**src/rtl/wb_cpu_sequencer.sv**
```systemverilog
// wb_cpu_sequencer
//   Multi-cycle sequencer between a single-cycle RISC-V core and one Wishbone
//   classic bus. It runs each instruction as FETCH -> EXEC -> (DATA) -> COMMIT:
//   it fetches at core_pc, gives the core datapath one cycle to settle, runs at
//   most one load/store cycle, then pulses core_en for one cycle. A bus error
//   or a strobe timeout parks it in FAULT until reset.
// Ports
//   clk, reset                      clock, async active-low reset
//   core_pc/addr/wdata/memwrite/memread   core-side request inputs
//   core_instr, core_rdata, core_en       latched instruction/load data, commit strobe
//   wb_*                            Wishbone classic master
//   fault, fault_addr               sticky fault flag and word address of the faulting access
//   instret                         retired-instruction counter (wraps)
module wb_cpu_sequencer #(
  parameter int TIMEOUT = 255
) (
  input  logic        clk,
  input  logic        reset,
  input  logic [31:0] core_pc,
  input  logic [31:0] core_addr,
  input  logic [31:0] core_wdata,
  input  logic        core_memwrite,
  input  logic        core_memread,
  output logic [31:0] core_instr,
  output logic [31:0] core_rdata,
  output logic        core_en,
  output logic        wb_cyc_o,
  output logic        wb_stb_o,
  output logic        wb_we_o,
  output logic [31:0] wb_adr_o,
  output logic [31:0] wb_dat_o,
  output logic [3:0]  wb_sel_o,
  input  logic [31:0] wb_dat_i,
  input  logic        wb_ack_i,
  input  logic        wb_err_i,
  output logic        fault,
  output logic [31:0] fault_addr,
  output logic [31:0] instret
);

  localparam int TW = $clog2(TIMEOUT + 2);
  localparam logic [TW-1:0] TMO_LAST = (TIMEOUT == 0) ? '0 : TW'(TIMEOUT - 1);

  typedef enum logic [2:0] {
    S_FETCH, S_EXEC, S_DATA, S_COMMIT, S_FAULT
  } state_t;

  state_t        state_q;
  logic [31:0]   instr_q, rdata_q, adr_q, dat_q, faddr_q, instret_q;
  logic          stb_q, we_q, en_q, fault_q;
  logic [TW-1:0] tmo_q;
  logic          tmo_hit;

  // Strobe has been high for TIMEOUT cycles including the current one.
  assign tmo_hit = (TIMEOUT != 0) && stb_q && (tmo_q == TMO_LAST);

  always_ff @(posedge clk or negedge reset) begin
    if (!reset) begin
      state_q   <= S_FETCH;
      instr_q   <= 32'h0000_0013;
      rdata_q   <= '0;
      adr_q     <= '0;
      dat_q     <= '0;
      faddr_q   <= '0;
      instret_q <= '0;
      stb_q     <= 1'b0;
      we_q      <= 1'b0;
      en_q      <= 1'b0;
      fault_q   <= 1'b0;
      tmo_q     <= '0;
    end else begin
      en_q <= 1'b0;
      case (state_q)
        S_FETCH: begin
          if (!stb_q) begin
            // Fetch pending after reset: raise the strobe on this edge.
            stb_q <= 1'b1;
            we_q  <= 1'b0;
            adr_q <= {core_pc[31:2], 2'b00};
            tmo_q <= '0;
          end else if (wb_err_i || (tmo_hit && !wb_ack_i)) begin
            stb_q   <= 1'b0;
            fault_q <= 1'b1;
            faddr_q <= adr_q;
            state_q <= S_FAULT;
          end else if (wb_ack_i) begin
            instr_q <= wb_dat_i;
            stb_q   <= 1'b0;
            state_q <= S_EXEC;
          end else begin
            tmo_q <= tmo_q + 1'b1;
          end
        end
        S_EXEC: begin
          // Datapath has settled; store takes priority over load.
          if (core_memwrite || core_memread) begin
            stb_q   <= 1'b1;
            we_q    <= core_memwrite;
            adr_q   <= {core_addr[31:2], 2'b00};
            dat_q   <= core_wdata;
            tmo_q   <= '0;
            state_q <= S_DATA;
          end else begin
            en_q    <= 1'b1;
            state_q <= S_COMMIT;
          end
        end
        S_DATA: begin
          if (wb_err_i || (tmo_hit && !wb_ack_i)) begin
            stb_q   <= 1'b0;
            fault_q <= 1'b1;
            faddr_q <= adr_q;
            state_q <= S_FAULT;
          end else if (wb_ack_i) begin
            if (!we_q) rdata_q <= wb_dat_i;
            stb_q   <= 1'b0;
            en_q    <= 1'b1;
            state_q <= S_COMMIT;
          end else begin
            tmo_q <= tmo_q + 1'b1;
          end
        end
        S_COMMIT: begin
          // Core's PC commits on this edge; the next fetch starts immediately.
          instret_q <= instret_q + 32'd1;
          stb_q     <= 1'b1;
          we_q      <= 1'b0;
          adr_q     <= {core_pc[31:2], 2'b00};
          tmo_q     <= '0;
          state_q   <= S_FETCH;
        end
        default: begin
          // FAULT: absorbing until reset.
          stb_q <= 1'b0;
        end
      endcase
    end
  end

  assign core_instr = instr_q;
  assign core_rdata = rdata_q;
  assign core_en    = en_q;
  assign wb_cyc_o   = stb_q;
  assign wb_stb_o   = stb_q;
  assign wb_we_o    = we_q;
  assign wb_adr_o   = adr_q;
  assign wb_dat_o   = dat_q;
  assign wb_sel_o   = {4{stb_q}};
  assign fault      = fault_q;
  assign fault_addr = faddr_q;
  assign instret    = instret_q;

endmodule

```
**config.mk**
```make
export PLATFORM = sky130hd
export DESIGN_NAME = wb_cpu_sequencer
export DESIGN_NICKNAME = d
export VERILOG_FILES = /design/src/rtl/wb_cpu_sequencer.sv
export SDC_FILE = /design/constraint.sdc
export NUM_CORES = 1
export LEC_CHECK = 0
export ABC_AREA = 1
export BUFFER_PORTS_ARGS = -buffer_cell sky130_fd_sc_hd__clkbuf_2
export CORE_MARGIN = 4
export CORE_UTILIZATION = 45
export CTS_CLUSTER_DIAMETER = 60
export DETAILED_ROUTE_END_ITERATION = 10
export PLACE_DENSITY_LB_ADDON = 0.25
export REMOVE_ABC_BUFFERS = 1
export SLEW_MARGIN = 25
export SYNTH_ARGS = -nofsm -noshare
export SYNTH_HDL_FRONTEND = slang
export SYNTH_SLANG_ARGS = --single-unit
```
**constraint.sdc**
```tcl
create_clock -name clk -period 3 [get_ports clk]
set_input_delay 0.6 -clock clk [delete_from_list [all_inputs] [get_ports clk]]
set_output_delay 0.6 -clock clk [all_outputs]
set_load 0.03 [all_outputs]
```
# --- Word-level counts from Yosys, hierarchy flattened ---
# Cells that the tools add are included.
totals:
  ff_bits: 208
  latch_bits: 0
  ram_bits: 0
  mem_bits_ro: 0
  inputBits: 134
  output_inout_bits: 201
  memories: 0
op_classes:
  n_addsub: 2
  n_mul: 0
  div: 0
  magnitude_cmp: 0
  eq_ne: 9
  shift: 0
  mux: 35
  bitwise_logic: 2
  reduce_logical: 17
op_table:
  columns: ["op", "n"]
  rows:
  - ["32-bit 2-to-1 mux", 4]
  - ["32-bit one-hot mux with 3 select lines", 1]
  - ["32-bit one-hot mux with 2 select lines", 1]
  - ["9-bit 2-to-1 mux", 4]
  - ["9-bit one-hot mux with 4 select lines", 1]
  - ["32-bit by 1-bit adder with 32-bit output (second input constant)", 1]
  - ["3-bit 2-to-1 mux", 5]
  - ["1-bit 2-to-1 mux", 14]
  - ["3-bit one-hot mux with 4 select lines", 1]
  - ["4-bit AND reduction", 3]
  - ["9-bit by 1-bit adder with 9-bit output (second input constant)", 1]
  - ["9-bit by 8-bit equality test with 1-bit output (second input constant)", 1]
  - ["2-bit AND reduction", 4]
  - ["3-bit by 2-bit equality test with 1-bit output (second input constant)", 2]
  - ["2-bit != test (second input constant)", 3]
  - ["3-bit != test (second input constant)", 2]
  - ["1-bit one-hot mux with 2 select lines", 2]
  - ["1-bit one-hot mux with 4 select lines", 1]
  - ["4-bit nonzero test", 1]
  - ["3-bit by 1-bit equality test with 1-bit output (second input constant)", 1]
  - ["3-bit logical NOT", 1]
  - ["1-bit one-hot mux with 3 select lines", 1]
  - ["3-bit AND reduction", 1]
  - ["3-bit nonzero test", 1]
  - ["5 further kinds", 8]

# --- Depth between registers and ports, before layout ---
# Gate-level depths: netlist (run 1).
depth:
  depth_word: 7
  ltp_mapped: 12

# --- Worst setup path before layout (run 1) ---
# OpenSTA, ideal clock, no wires.
synth_timing:
  path_type: "reg-to-reg"
  start: "register stb_q, in the netlist wb_cyc_o"
  end: "register faddr_q[23], in the netlist fault_addr[23]"
  setup_ns: 0.119
  arrival_time_ns: 1.567
  required_time_ns: 2.881
  setup_slack_ns: 1.314
  path_stages_with_launch: 9
  path_buffers: 1
  cell_sequence: "dfrtp_1 nand3_1 nor2_1 nand3_1 a21oi_2 nand2_2 buf_2 nand2_1 o21ai_2"
synth_between:
  elab_chain_cells: 6
synth_rtl:
  columns: ["item", "line", "source"]
  rows:
  - ["from (decl)", "50", "logic stb_q, we_q, en_q, fault_q;"]
  - ["from (signal assigned)", "66", "stb_q <= 1'b0;"]
  - ["from (signal assigned)", "77", "stb_q <= 1'b1;"]
  - ["from (signal assigned)", "82", "stb_q <= 1'b0;"]
  - ["1-bit logical AND", "55", "assign tmo_hit = (TIMEOUT != 0) && stb_q && (tmo_q == TMO_LAST);"]
  - ["1-bit logical AND", "81, 109", null]
  - ["1-bit logical OR", "81, 109", null]
  - ["32-bit 2-to-1 mux (2 in series)", null, null]
  - ["32-bit one-hot mux with 2 select lines", null, null]
  - ["to (signal assigned)", "84", "faddr_q <= adr_q;"]
  - ["to (signal assigned)", "112", "faddr_q <= adr_q;"]
  - ["to (decl)", "49", "logic [31:0] instr_q, rdata_q, adr_q, dat_q, faddr_q, instret_q;"]
# Several ways; a longest one is shown, not always the timed one. The select of a mux whose other input is x is not followed.
# A chain may end at the register's enable or synchronous reset.

# --- Worst setup path in the final report (run 1) ---
layout_timing:
  start: "register stb_q, in the netlist wb_cyc_o"
  end: "register faddr_q[22], in the netlist fault_addr[22]"
# The elaborated chain is that of the path after synthesis.

==> impl_metrics.json, run 1 <==
{
  "status": "completed",
  "core_area_sq_um": 19700,
  "fin_crit_sh_pct": 73.9,
  "drv_cap": 0,
  "seq_area_frac_synth_pct": 56.4,
  "final-setup-viol-count": 0,
  "intPower_uw": 4460,
  "syn-cell-area_sq_um": 9060,
  "grt_max_degree": 78,
  "fill_cells": 1758,
  "synthToLayoutAreaGrowth_pct": 28.7,
  "end_kind": "flop",
  "gr-total-overflow": 0,
  "yosys.area_share.simple_pct": 21.7,
  "first_pass_iters": 4,
  "post-route-util_pct": 59.3,
  "die_w_um": 150,
  "final.setup.tns_ns": 0,
  "drt_iter0_drc": 321,
  "ys_warn_count": 0,
  "layout-drive-gt1-share_pct": 30.2,
  "synth.most_common_cell": "nand2_1",
  "cts_sinks": 204,
  "grt_pass1_wl_um": 36400,
  "path_class": "flop to flop",
  "drtAntennaViolNets": 0,
  "fp.dieArea_sq_um": 22500,
  "hold_viol_final": 0,
  "hpwl_um": 16600,
  "synth-adder-area-share_pct": 0.414,
  "synth_top_family_by_area": "simple AND/OR/NAND/NOR gates",
  "drv_slew": 0,
  "sw_frac_of_total_pct": 21.1,
  "period_needed_ns": 2.22,
  "path_clk_slew_ns": 0.06,
  "synthMuxAreaShare_pct": 3.98,
  "slew_headroom_pct": 57.2,
  "root_buffer": "clkbuf_16",
  "synth-edff-count": 0,
  "io_pins": 335,
  "multi_input_area_sq_um": 3300,
  "drc_errors": 0,
  "ctsLongestPathBuffers": 3,
  "power_density_nw_per_um2": 485,
  "cts_tree": "done",
  "dpl_cell_area_sq_um": 10900,
  "worst_pin_slew_ns": 0.643,
  "min_path_type": "primary input to async pin",
  "via_per_inst": 4.64,
  "finalInstanceArea_sq_um": 11700,
  "ys_top_cells_by_count": "nand2_1, dfrtp_1, inv_1",
  "wl_per_cell_um": 13.8,
  "place.gp.congestion": 0.866,
  "rsz0062_at_grt": "no",
  "syn_inst": 1028,
  "ys_ff_latch": 204,
  "final.setup.worst_slack_ns": 0.784,
  "hold_buffers": 0,
  "synth_xor_area_share_pct": 1.93,
  "rows": 51,
  "ys_async_sr_fraction_pct": 100,
  "synth_area_leaders": "dfrtp_1, nand2_1, inv_1",
  "ys.flop_type": "dfrtp_1",
  "crit_fanout": 40,
  "p_seq_share_pct": 48.7,
  "start_util_pct": 46.1,
  "cts_resized": 0,
  "timing.fmax_ghz": 0.451,
  "cp-start-kind": "flop",
  "grt_usage_pct": 19.7,
  "synth-compound-area-share_pct": 8.16,
  "yosys.area.top_type_share_pct": 55.5,
  "pwr-share-comb_pct": 3.4,
  "grt_pass1_vias": 7385,
  "htreeDepth": 1,
  "p_leak_uw": 0.00650,
  "yosys.cell_types.count": 36,
  "final_cell_count_no_fill": 1627,
  "totalWireLength_um": 22400,
  "power_frac_clock_pct": 47.9,
  "ir_drop_uv": 284,
  "post_cts_buffers": 0,
  "worstPathRequired_ns": 3.38,
  "antenna_found_initial": 0,
  "yosys.area.top_type": "dfrtp_1",
  "clkLatencyLatePin_ns": 0.49,
  "crit_arrival_ns": 2.59,
  "numCtsBuffers": 23,
  "port_buffers": 326,
  "num_antenna_cells": 0,
  "dp_cells": 1588,
  "nets": 1485,
  "vias": 7552,
  "regArea_sq_um": 5110,
  "clock_skew_ns": 0.00770,
  "die_height_um": 150,
  "dp_slack_ns": 0.817,
  "p_sw_uw": 1190,
  "syn_avg_cell_area_sq_um": 8.81
}
## power by group through the flow
| stage | Combinational (uW) | Clock [uW] | Sequential [uW] |
|---|---|---|---|
| 2_1_floorplan | 39.8 | 0 | 2800 |
| 3_3_place_gp | 194 | 0 | 2800 |
| 3_5_place_dp | 196 | 0 | 2800 |
| 4_1_cts | 197 | 2800 | 2750 |
| 5_1_grt | 220 | 2920 | 2750 |
| 6_report | 190 | 2710 | 2750 |
## worst max-delay path: stages, from the launching register on
cell     delay, ns
dfrtp_1       0.62
nand3_1       0.16
nor2_1        0.13
nand3_1       0.20
a21oi_2       0.19
nand2_2       0.33
buf_12        0.32
nand2_1       0.08
o21ai_1       0.06
## per-layer routing
layer	vias to the layer above	GRT usage (%)	share of wire, %	wire length (um)
li1	3859	-	-	-
met4	0	5.17	2.3	524
met1	3408	25.2	42	9360
met2	239	33.9	48	10900
met5	-	0	0	0
met3	46	4.60	7.4	1670
## flip-flops by register name (all words and copies together) (netlist names)
register,count
wb_cyc_o,1
instret,32
state_q,3
fault_addr,30
fault,1
wb_adr_o,30
tmo_q,9
wb_dat_o,32
wb_we_o,1
core_en,1
core_instr,32
core_rdata,32
## cell families (layout without fill, tap and decap cells)
| kind of cell | after synthesis | count (layout) |
|---|---|---|
| mux | 32 | 32 |
| other cells | 1 | 4 |
| fa+ha+maj | 3 | 3 |
| buf+inv | 158 | 489 |
| simple gates | 471 | 471 |
| xor+xnor | 20 | 20 |
| compound gates | 139 | 139 |
| flops | 204 | 204 |
## final timing paths
kind | start | endpoint | slack (ns) | depth (start not counted)
setup / recovery | wb_cyc_o | fault_addr[22] | 0.78 | 8
hold / removal | reset | instret[21] | 0.15 | 1
setup reg to reg | wb_cyc_o | fault_addr[22] | 0.78 | 8
hold reg to reg | fault | fault | 0.47 | 2
max in group asynchronous | reset | core_rdata[21] | 2.04 | 2
min in group clk | core_wdata[27] | wb_dat_o[27] | 0.32 | 2
## placed cells by master (no fill, tap or decap), types with 5 or more instances in the layout
cell	n
a21oi_1	5
buf_4	7
clkbuf_1	5
clkbuf_16	23
clkbuf_2	325
dfrtp_1	201
inv_1	108
inv_2	5
mux2_1	30
nand2_1	351
nand3_1	26
nand3b_1	6
nand4_1	10
nor2_1	48
nor3_1	7
o21ai_0	76
o21ai_1	46
o21ai_2	9
xnor2_1	9
xor2_1	11
## stage by stage
stage	power (uW)	hold WS, ns
final	5650	0.146
after global routing	5890	0.177
after CTS	5750	0.149
after detailed placement	3000	0.454
after global placement	3000	0.451
after floorplan	2840	0.304
## layout make-up
class,instances,share of cell area (%)
clock inverters,9,0.890
inverters,113,3.64
flip-flops and latches,204,43.8
well taps,265,2.84
repair buffers,337,15.2
clock buffers,30,5.33
multi-input cells,669,28.3
Note: power is estimated with default switching activity, not from simulation.
==> inputs of run 2 (changes only) <==
==> constraint.sdc (replaced) <==
create_clock -name clk -period 2.2 [get_ports clk]
set_input_delay 0.44 -clock clk [delete_from_list [all_inputs] [get_ports clk]]
set_output_delay 0.44 -clock clk [all_outputs]
set_load 0.03 [all_outputs]
==> run 2 against run 1 <==
  * Non-clock buffer count up 3
  * Core utilization is 1.2 points higher
  * Die area did not move
  * Worst hold slack worse by 0.0039 ns
  * Wire length up 1.1%
  * Via count grew 2.5%
  * Maximum frequency is 14% higher
  * Global-route usage rose by 0.13 points
  * Total power up 49%
  * Critical path type unchanged
  * First-iteration DRC count down 16%
  * Register-to-register slack worse by 0.52 ns
  * Clock power up 62%
==> impl_metrics.json, run 2 (synthesis results as in run 1) <==
{
  "place.gp.congestion": 0.871,
  "p_leak_uw": 0.00662,
  "fill_cells": 1796,
  "grt_usage_pct": 19.9,
  "end_kind": "flop",
  "max_stage_delay_ns": 0.71,
  "final.setup.tns_ns": 0,
  "clock_skew_ns": 0.0147,
  "fp.dieArea_sq_um": 22500,
  "r2r_setup_slack_ns": 0.26,
  "cp_common_cell": "nand2_1",
  "dp_cells": 1590,
  "root_buffer": "clkbuf_16",
  "die_w_um": 150,
  "cts_tree": "done",
  "io_pins": 335,
  "vias": 7743,
  "intPower_uw": 6740,
  "final-setup-viol-count": 0,
  "path_delay_family": "buffers and inverters",
  "fin_crit_sh_pct": 88.1,
  "wl_per_cell_um": 13.9,
  "grt_pass1_wl_um": 36800,
  "rsz0062_at_grt": "no",
  "power_frac_clock_pct": 52.2,
  "ctsLongestPathBuffers": 3,
  "htreeDepth": 1,
  "first_pass_iters": 6,
  "final_common_cell": "nand2_1",
  "cp-start-kind": "flop",
  "crit_chain": "inv_2 -> nand2_2 -> nor2_4 -> inv_1 -> nand2_1 -> nand2_1 -> nand2_1 -> o21ai_1",
  "drc_errors": 0,
  "totalWireLength_um": 22700,
  "worstPathRequired_ns": 2.63,
  "hpwl_um": 16800,
  "crit_fanout": 31,
  "cts_sinks": 204,
  "p_sw_uw": 1670,
  "port_buffers": 326,
  "core_area_sq_um": 19700,
  "drtAntennaViolNets": 0,
  "drv_slew": 0,
  "crit_arrival_ns": 2.37,
  "regToRegStartpoint": "state_q[2]",
  "finalInstanceArea_sq_um": 11900,
  "timing.fmax_ghz": 0.516,
  "path_clk_slew_ns": 0.06,
  "drv_cap": 0,
  "start_util_pct": 46.1,
  "period_needed_ns": 1.94,
  "timing.critical_path.buf_inv": 2,
  "sw_frac_of_total_pct": 19.9,
  "status": "completed",
  "cts_resized": 0,
  "slew_headroom_pct": 35.0,
  "die_height_um": 150,
  "nets": 1489,
  "grt_pass1_vias": 7518,
  "p_seq_share_pct": 44.7,
  "via_per_inst": 4.74,
  "numCtsBuffers": 24,
  "grt_max_degree": 79,
  "antenna_found_initial": 0,
  "cp-startpoint": "state_q[2]",
  "synthToLayoutAreaGrowth_pct": 31.4,
  "cp.depth": 8,
  "ir_drop_uv": 507,
  "pwr-share-comb_pct": 3.1,
  "gr-total-overflow": 0,
  "clkLatencyLatePin_ns": 0.51,
  "dpl_cell_area_sq_um": 11000,
  "mostFrequentLayoutCells": "nand2_1, clkbuf_2, dfrtp_1",
  "crit_slowest_cell": "inv_1",
  "final.setup.worst_slack_ns": 0.261,
  "dp_slack_ns": 0.294,
  "drt_iter0_drc": 270,
  "cp-endpoint": "wb_adr_o[21]",
  "rows": 51,
  "final_cell_count_no_fill": 1635,
  "worst_pin_slew_ns": 0.974,
  "path_class": "flop to flop",
  "holdPathStages": 2,
  "r2r_cells": 8,
  "min_path_type": "primary input to flop",
  "layout-drive-gt1-share_pct": 30.6,
  "post-route-util_pct": 60.6,
  "num_antenna_cells": 0,
  "r2r_end": "wb_adr_o[21]",
  "hold_viol_final": 0,
  "power_density_nw_per_um2": 706
}
[run 2: cell types whose count changed in the layout (fill, tap and decap cells not counted), moves of 2 or more]
cell,change
clkinvlp_4,-2
bufinv_16,+3
clkbuf_8,+4
buf_12,+3
clkinv_4,+2
clkbuf_16,+2
clkinv_2,-3
[run 2: power groups by stage]
stage | Combinational [uW] | Clock (uW) | Sequential, uW
final | 265 | 4390 | 3750
after global routing | 307 | 4670 | 3750
after CTS | 273 | 4510 | 3750
after detailed placement | 270 | 0 | 3820
after global placement | 268 | 0 | 3820
after floorplan | 54.2 | 0 | 3820
[run 2: cell type report]
type                       count  area [sq um]  share of cell area (%)
inverter                     113           424                    3.56
clock buffer                  35           723                    6.07
sequential                   204          5110                    42.9
tap                          265           332                    2.79
multi-input combinational    669          3300                    27.7
timing repair buffer         340          1840                    15.4
clock inverter                 9           181                    1.52
[run 2: repair_timing]
action / in CTS / in global routing
hold buffers: 1 / 0
buffers inserted: 0 / 0
endpoints found under the hold margin: 14 / 0
setup endpoints to repair: 0 / 0
[run 2: per-stage QoR]
stage | power (uW) | hold slack [ns]
global placement | 4090 | 0.316
floorplan | 3880 | 0.144
detailed placement | 4090 | 0.315
finish | 8410 | 0.142
global route | 8720 | 0.123
CTS | 8530 | 0.123
[run 2: worst min-delay path by stage]
stage | from | to | slack [ns]
6_report | core_wdata[30] | wb_dat_o[30] | 0.14
4_1_cts | core_wdata[13] | wb_dat_o[13] | 0.12
5_1_grt | core_wdata[18] | wb_dat_o[18] | 0.12
3_5_place_dp | reset | instret[19] | 0.32
3_3_place_gp | reset | instret[19] | 0.32
2_1_floorplan | reset | core_en | 0.14
[run 2: routing by layer]
layer,wire length (um),vias to the layer above,GRT usage [%]
met4,726,0,6.31
met3,1460,55,3.63
met2,11100,250,34.6
met1,9350,3547,25.1
li1,-,3891,-
met5,0,-,0
[run 2: worst register-to-register path: cells and delay by family (launching register included)]
kind / cells / cell delay (ns)
AO/OA/AOI/OAI: 1 / 0.07
flip-flops: 1 / 0.47
buffers and inverters: 2 / 0.78
AND/OR/NAND/NOR: 5 / 0.54
